`src/rtl/isodata_pkg.sv`:
```
// Shared types and constants for the isodata engine scheduler.
package isodata_pkg;
  localparam int DEF_TIMEOUT  = 65536;
  localparam int DEF_MAX_ITER = 10;

  typedef enum logic [2:0] {S_IDLE, S_LAUNCH, S_RUN, S_ABORT, S_RESP} sched_state_t;

  typedef struct packed {
    logic converged;
    logic timeout;
  } sched_status_t;

  // A budget of 0 or anything above the cap runs at the cap.
  function automatic logic [7:0] eff_iter(input logic [7:0] m, input logic [7:0] cap);
    return (m == 8'd0 || m > cap) ? cap : m;
  endfunction
endpackage

```
`src/rtl/isodata_engine_sched_if.sv`:
```
// Job-side and engine-side signals of the scheduler; master is the scheduler.
interface isodata_engine_sched_if #(
  parameter int R = 4
);
  localparam int IW = $clog2(R);

  logic [R-1:0]       req_valid;
  logic [R-1:0][7:0]  req_max_iter;
  logic [R-1:0]       req_ready;
  logic               eng_start;
  logic               eng_abort;
  logic [IW-1:0]      eng_sel;
  logic [7:0]         eng_max_iter;
  logic               eng_done;
  logic               eng_converged;
  logic [R-1:0]       rsp_valid;
  logic [R-1:0]       rsp_ready;
  logic               rsp_converged;
  logic               rsp_timeout;
  logic [15:0]        jobs_done;

  modport master (
    input  req_valid, req_max_iter, eng_done, eng_converged, rsp_ready,
    output req_ready, eng_start, eng_abort, eng_sel, eng_max_iter,
           rsp_valid, rsp_converged, rsp_timeout, jobs_done
  );

  modport slave (
    output req_valid, req_max_iter, eng_done, eng_converged, rsp_ready,
    input  req_ready, eng_start, eng_abort, eng_sel, eng_max_iter,
           rsp_valid, rsp_converged, rsp_timeout, jobs_done
  );
endinterface

```
`src/rtl/rr_arbiter.sv`:
```
// Combinational round-robin pick: first requester after last_grant, with wrap.
module rr_arbiter #(
  parameter int R = 4
) (
  input  logic [R-1:0]         req,
  input  logic [$clog2(R)-1:0] last_grant,
  output logic [R-1:0]         grant_onehot,
  output logic [$clog2(R)-1:0] grant_idx,
  output logic                 any
);
  localparam int IW = $clog2(R);

  always_comb begin
    int c;
    grant_onehot = '0;
    grant_idx    = '0;
    any          = 1'b0;
    c            = 0;
    for (int i = 1; i <= R; i++) begin
      c = int'(last_grant) + i;
      if (c >= R) c = c - R;
      if (!any && req[c[IW-1:0]]) begin
        any                        = 1'b1;
        grant_idx                  = c[IW-1:0];
        grant_onehot[c[IW-1:0]]    = 1'b1;
      end
    end
  end
endmodule

```
`src/rtl/isodata_engine_sched.sv`:
```
// Round-robin scheduler of R clustering jobs onto one isodata engine, with a
// watchdog that aborts runs that never report done.
module isodata_engine_sched
  import isodata_pkg::*;
#(
  parameter int R        = 4,
  parameter int MAX_ITER = DEF_MAX_ITER,
  parameter int TIMEOUT  = DEF_TIMEOUT
) (
  input logic                    clk,
  input logic                    rst_n,
  isodata_engine_sched_if.master bus
);
  localparam int              IW      = $clog2(R);
  localparam int              WW      = $clog2(TIMEOUT + 1);
  localparam logic [7:0]      CAP     = 8'(MAX_ITER);
  localparam logic [WW-1:0]   WD_LAST = WW'(TIMEOUT - 1);

  sched_state_t  state_q, state_d;
  logic [IW-1:0] sel_q, sel_d;
  logic [IW-1:0] last_q, last_d;
  logic [7:0]    miter_q, miter_d;
  logic [WW-1:0] wd_q, wd_d;
  sched_status_t status_q, status_d;
  logic [15:0]   jobs_q, jobs_d;
  logic          live_q;

  logic [R-1:0]  grant_oh;
  logic [IW-1:0] grant_idx;
  logic          grant_any;
  logic [R-1:0]  req_ready, rsp_valid;
  logic          eng_start, eng_abort;

  rr_arbiter #(.R(R)) u_arb (
    .req          (bus.req_valid),
    .last_grant   (last_q),
    .grant_onehot (grant_oh),
    .grant_idx    (grant_idx),
    .any          (grant_any)
  );

  always_comb begin
    state_d   = state_q;
    sel_d     = sel_q;
    last_d    = last_q;
    miter_d   = miter_q;
    wd_d      = wd_q;
    status_d  = status_q;
    jobs_d    = jobs_q;
    req_ready = '0;
    rsp_valid = '0;
    eng_start = 1'b0;
    eng_abort = 1'b0;
    case (state_q)
      S_IDLE: begin
        // live_q keeps req_ready low while reset is asserted
        if (grant_any && live_q) begin
          req_ready = grant_oh;
          sel_d     = grant_idx;
          miter_d   = eff_iter(bus.req_max_iter[grant_idx], CAP);
          wd_d      = '0;
          state_d   = S_LAUNCH;
        end
      end
      S_LAUNCH: begin
        eng_start = 1'b1;
        wd_d      = wd_q + WW'(1);
        state_d   = S_RUN;
      end
      S_RUN: begin
        wd_d = wd_q + WW'(1);
        // done on the expiry cycle still counts as a normal finish
        if (bus.eng_done) begin
          status_d = '{converged: bus.eng_converged, timeout: 1'b0};
          state_d  = S_RESP;
        end else if (wd_q == WD_LAST) begin
          state_d = S_ABORT;
        end
      end
      S_ABORT: begin
        eng_abort = 1'b1;
        status_d  = '{converged: 1'b0, timeout: 1'b1};
        state_d   = S_RESP;
      end
      S_RESP: begin
        rsp_valid[sel_q] = 1'b1;
        if (bus.rsp_ready[sel_q]) begin
          last_d  = sel_q;
          jobs_d  = (jobs_q == 16'hFFFF) ? jobs_q : jobs_q + 16'd1;
          state_d = S_IDLE;
        end
      end
      default: state_d = S_IDLE;
    endcase
  end

  always_ff @(posedge clk or negedge rst_n) begin
    if (!rst_n) begin
      state_q  <= S_IDLE;
      sel_q    <= '0;
      last_q   <= IW'(R - 1);
      miter_q  <= '0;
      wd_q     <= '0;
      status_q <= '0;
      jobs_q   <= '0;
      live_q   <= 1'b0;
    end else begin
      state_q  <= state_d;
      sel_q    <= sel_d;
      last_q   <= last_d;
      miter_q  <= miter_d;
      wd_q     <= wd_d;
      status_q <= status_d;
      jobs_q   <= jobs_d;
      live_q   <= 1'b1;
    end
  end

  assign bus.req_ready     = req_ready;
  assign bus.eng_start     = eng_start;
  assign bus.eng_abort     = eng_abort;
  assign bus.eng_sel       = sel_q;
  assign bus.eng_max_iter  = miter_q;
  assign bus.rsp_valid     = rsp_valid;
  assign bus.rsp_converged = status_q.converged;
  assign bus.rsp_timeout   = status_q.timeout;
  assign bus.jobs_done     = jobs_q;
endmodule
```
`src/flat_wrapper.sv`:
```
// flat-port wrapper written by rule: the top's interface ports become plain ports
module isodata_engine_sched_flat import isodata_pkg::*;
#(
  parameter int R        = 4,
  parameter int MAX_ITER = DEF_MAX_ITER,
  parameter int TIMEOUT  = DEF_TIMEOUT
)
  (clk, rst_n, bus_req_valid, bus_req_max_iter, bus_eng_done, bus_eng_converged, bus_rsp_ready, bus_req_ready, bus_eng_start, bus_eng_abort, bus_eng_sel, bus_eng_max_iter, bus_rsp_valid, bus_rsp_converged, bus_rsp_timeout, bus_jobs_done);
  isodata_engine_sched_if #(.R(R)) bus_i ();
  input logic clk;
  input logic rst_n;
  input wire logic [$bits(bus_i.req_valid)-1:0] bus_req_valid;
  input wire logic [$bits(bus_i.req_max_iter)-1:0] bus_req_max_iter;
  input wire logic [$bits(bus_i.eng_done)-1:0] bus_eng_done;
  input wire logic [$bits(bus_i.eng_converged)-1:0] bus_eng_converged;
  input wire logic [$bits(bus_i.rsp_ready)-1:0] bus_rsp_ready;
  output wire logic [$bits(bus_i.req_ready)-1:0] bus_req_ready;
  output wire logic [$bits(bus_i.eng_start)-1:0] bus_eng_start;
  output wire logic [$bits(bus_i.eng_abort)-1:0] bus_eng_abort;
  output wire logic [$bits(bus_i.eng_sel)-1:0] bus_eng_sel;
  output wire logic [$bits(bus_i.eng_max_iter)-1:0] bus_eng_max_iter;
  output wire logic [$bits(bus_i.rsp_valid)-1:0] bus_rsp_valid;
  output wire logic [$bits(bus_i.rsp_converged)-1:0] bus_rsp_converged;
  output wire logic [$bits(bus_i.rsp_timeout)-1:0] bus_rsp_timeout;
  output wire logic [$bits(bus_i.jobs_done)-1:0] bus_jobs_done;
  assign bus_i.req_valid = bus_req_valid;
  assign bus_i.req_max_iter = bus_req_max_iter;
  assign bus_i.eng_done = bus_eng_done;
  assign bus_i.eng_converged = bus_eng_converged;
  assign bus_i.rsp_ready = bus_rsp_ready;
  assign bus_req_ready = bus_i.req_ready;
  assign bus_eng_start = bus_i.eng_start;
  assign bus_eng_abort = bus_i.eng_abort;
  assign bus_eng_sel = bus_i.eng_sel;
  assign bus_eng_max_iter = bus_i.eng_max_iter;
  assign bus_rsp_valid = bus_i.rsp_valid;
  assign bus_rsp_converged = bus_i.rsp_converged;
  assign bus_rsp_timeout = bus_i.rsp_timeout;
  assign bus_jobs_done = bus_i.jobs_done;
  isodata_engine_sched #(.R(R), .MAX_ITER(MAX_ITER), .TIMEOUT(TIMEOUT)) u_core (.clk(clk), .rst_n(rst_n), .bus(bus_i));
endmodule
```
`config.mk`:
```
export PLATFORM = sky130hd
export DESIGN_NAME = isodata_engine_sched_flat
export DESIGN_NICKNAME = d
export VERILOG_FILES = /design/src/rtl/isodata_pkg.sv /design/src/rtl/isodata_engine_sched_if.sv /design/src/rtl/rr_arbiter.sv /design/src/rtl/isodata_engine_sched.sv /design/src/flat_wrapper.sv
export SDC_FILE = /design/constraint.sdc
export NUM_CORES = 1
export LEC_CHECK = 0
export ABC_AREA = 1
export ABC_CLOCK_PERIOD_IN_PS = 3600
export BUFFER_PORTS_ARGS = -buffer_cell sky130_fd_sc_hd__clkbuf_2
export CORE_MARGIN = 2
export CORE_UTILIZATION = 55
export DETAILED_ROUTE_END_ITERATION = 10
export PLACE_DENSITY = 0.81
export SKIP_LAST_GASP = 1
export SLEW_MARGIN = 5
export SYNTH_ARGS = -nofsm -noshare
export SYNTH_HDL_FRONTEND = slang
export SYNTH_HIERARCHICAL = 1
export SYNTH_SLANG_ARGS = --single-unit
```
`constraint.sdc`:
```
create_clock -name clk -period 3.6 [get_ports clk]
set_input_delay 0.54 -clock clk [delete_from_list [all_inputs] [get_ports clk]]
set_output_delay 0.54 -clock clk [all_outputs]
set_load 0.05 [all_outputs]
```
==> impl_metrics.py <==
metrics = {
    "logic_synthesis": {
        "synth_edf_count": 0,
        "async_reset_ff_share_pct": 100.0,
        "yosys_warnings": 6,
        "syn_nets": 549,
        "synthDistinctLibCells": 41,
        "synth_flop_cell": "dfrtp_1",
        "synth_area_um2": 3592,
        "ys_seq_elements": 51,
        "synth_area_per_cell_um2": 7.272,
        "ys_seq_area_share_pct": 35.60,
        "synth_cells": 494,
    },
    "worst_setup_path": {
        "critPathCaptureType": "primary output",
        "cp_common_cell": "inv_1",
        "slowest_stage": "dfstp_2",
        "critPathMaxFanout": 9,
        "critPathLaunchType": "flop",
        "path_class": "flop to primary output",
        "cp_slowest_stage_delay_ps": 630,
        "path_cells": "inv_1, ha_1, inv_1, nand2_2, nand2_2, nor2_2, a21oi_1, nand3_1, inv_1, nor2_1, clkbuf_2",
        "cp_num_buf_inv": 4,
        "required_ps": 3060,
        "crit_family": "flip-flops",
        "critPathArrivalTime_ps": 2540,
    },
    "run": {
        "max-cap-violations": 0,
    },
    "die": {
        "die_w_um": 84.82,
        "std_cell_rows": 29,
        "core_um2": 6350,
        "start_util_pct": 56.57,
        "io_pins": 82,
        "dieArea_um2": 7194,
        "die_h_um": 84.82,
    },
    "cts": {
        "clk_pin_slew_ps": 90,
        "post_cts_buffers": 0,
        "ctsHoldBuffers": 0,
        "cts_tree": "done",
        "post_cts_resized": 0,
        "root_buffer": "clkbuf_8",
        "cts_sinks": 51,
        "h-tree-depth": 2,
        "cts_buffers": 5,
        "clock_latency_ps": 300,
        "cts_buffer_depth": 2,
    },
    "hold_path": {
        "holdCritPathClass": "primary input to asynchronous set/reset pin",
    },
    "sta": {
        "finalHoldViolCount": 0,
        "fmax_ghz": 0.3245,
        "drv_slew": 0,
        "min_period_over_period_pct": 85.61,
        "fin_crit_ps": 3082,
        "tightest_slew_ps": 1089,
        "slew_headroom_pct": 27.37,
        "setup_viol_count_final": 0,
        "setup_ws_ps": 518.0,
        "rsz0062_at_grt": "no",
        "fin_skew_ps": 4.039,
        "fin_tns_setup_ps": 0,
    },
    "placement": {
        "hpwl_mm": 6.230,
        "place.gp.congestion": 0.8859,
        "io_buffers": 81,
        "pre_cts_ws_ps": 681.4,
    },
    "layout": {
        "final_nets": 631,
        "multi_input_area_um2": 2006,
        "drive_gt1_share_pct": 26.86,
        "syn_to_final_growth_pct": 15.08,
        "fill_cells": 578,
        "seq_area_um2": 1279,
        "antenna_cells": 0,
    },
    "detailed_routing": {
        "drt_iter0_markers": 227,
        "drc": 0,
        "totalWireLength_mm": 8.118,
        "ant_nets": 0,
        "vias": 3488,
        "via_per_inst": 5.333,
        "wl_per_cell_um": 12.41,
        "first_pass_iters": 5,
    },
    "global_route": {
        "grt_pass1_wl_mm": 14.03,
        "gr-total-overflow": 0,
        "grtUsageTotal_pct": 23.35,
        "grt_max_degree": 46,
        "grt_pass1_vias": 3222,
        "antenna_found_initial": 0,
    },
    "power_and_ir_drop": {
        "powerDensity_nw_per_um2": 862.3,
        "leakage_nw": 2.155,
        "vdd_drop_max_v": 0.0006194,
    },
    "outcome": {
        "outcome": "finished clean",
    },
}
## logic make-up (layout without fill, tap and decap cells)
family          after synthesis  after routing  synth area share, %
buf+inv                      71            154                8.568
compound gates               49             49                8.325
xor+xnor                     15             15                3.657
flops                        51             51                35.60
fa+ha+maj                    11             11                3.831
other cells                   1              1               0.1044
simple gates                296            296                39.92
## flip-flops by register name (all words and copies together), names as in the netlist
register / count
u_core/live_q: 1
u_core/bus.eng_sel: 2
u_core/bus.eng_max_iter: 8
u_core/bus.rsp_converged: 1
u_core/state_q: 3
u_core/last_q: 2
u_core/bus.jobs_done: 16
u_core/wd_q: 17
u_core/bus.rsp_timeout: 1
## power by group
part / switching, mW / internal (mW)
sequential: 0.189 / 0.737
clock: 0.186 / 0.136
combinational: 1.66 / 0.659
total: 2.03 / 1.53
## stage by stage
step                power, mW  cells  utilization [%]  hold slack (ps)  instance area [µm²]
finish                  3.565    654            65.10            423.8                 4134
global route            3.886    654            65.10            486.4                 4134
CTS                     3.571    654            65.10            455.3                 4134
detailed placement      3.237    646            63.76            455.3                 4049
global placement        3.153    646            63.76            456.8                 4049
floorplan               2.815    494                -            244.4                 3592
## final timing paths
kind	to	depth (start not counted)	from	slack (ps)
worst max-delay path	bus_req_ready[0]	11	u_core/last_q[1]	520
worst min-delay path	u_core/state_q[2]	1	rst_n	420
worst max register to register	u_core/bus.eng_max_iter[1]	20	u_core/last_q[1]	630
worst min register to register	u_core/bus.eng_max_iter[4]	2	u_core/bus.eng_max_iter[4]	470
max in group asynchronous	u_core/bus.jobs_done[1]	2	rst_n	2460
min in group clk	u_core/bus.rsp_converged	3	bus_eng_converged	460
## cell type report
| type | instances | area share (%) |
|---|---|---|
| clock inverter | 2 | 0.3027 |
| timing repair buffer | 84 | 10.35 |
| inverter | 62 | 5.811 |
| sequential | 51 | 30.93 |
| multi-input combinational | 372 | 48.52 |
| clock buffer | 6 | 1.755 |
| tap | 77 | 2.331 |
## metal layers
layer  wire length, µm  global-route usage, %  vias up
li1                  -                      -     1760
met1              3752                  32.06     1615
met2              3861                  39.51      108
met3               419                  3.113        5
met4                85                  5.628        0
met5                 0                      0        -
## cells in the mapped netlist (3+ instances only)
library cell | number | area (µm²)
inv_1 | 49 | 183.9
nand3_2 | 4 | 40.04
dfrtp_1 | 49 | 1226
nor2_2 | 4 | 25.02
a21oi_1 | 14 | 70.07
inv_4 | 3 | 18.77
nand3_1 | 52 | 260.3
a21boi_0 | 4 | 30.03
ha_1 | 11 | 137.6
o21ai_0 | 13 | 65.06
nand2_2 | 21 | 131.4
nand2_1 | 140 | 525.5
nand4_1 | 16 | 100.1
o21ai_1 | 3 | 15.01
nor2_1 | 34 | 127.6
buf_2 | 3 | 15.01
xor2_1 | 8 | 70.07
buf_6 | 3 | 33.78
xnor2_1 | 7 | 61.31
or2_2 | 4 | 25.02
o22ai_1 | 3 | 18.77
o21ai_2 | 6 | 52.55
inv_2 | 8 | 30.03
nor3_1 | 8 | 40.04
nand2_4 | 3 | 33.78
## layout by cell type, fill, tap and decap left out, types with 3 or more instances in the layout
master    synthesis  final
nand2_1         140    140
clkbuf_2          0     81
nand3_1          52     52
inv_1            49     49
dfrtp_1          49     49
nor2_1           34     34
nand2_2          21     21
nand4_1          16     16
a21oi_1          14     14
o21ai_0          13     13
ha_1             11     11
xor2_1            8      8
inv_2             8      8
nor3_1            8      8
xnor2_1           7      7
o21ai_2           6      6
clkbuf_8          0      5
or2_2             4      4
nand3_2           4      4
nor2_2            4      4
a21boi_0          4      4
o21ai_1           3      3
o22ai_1           3      3
inv_4             3      3
nand2_4           3      3
buf_4             2      3
Note: power is estimated with default switching activity, not from simulation.
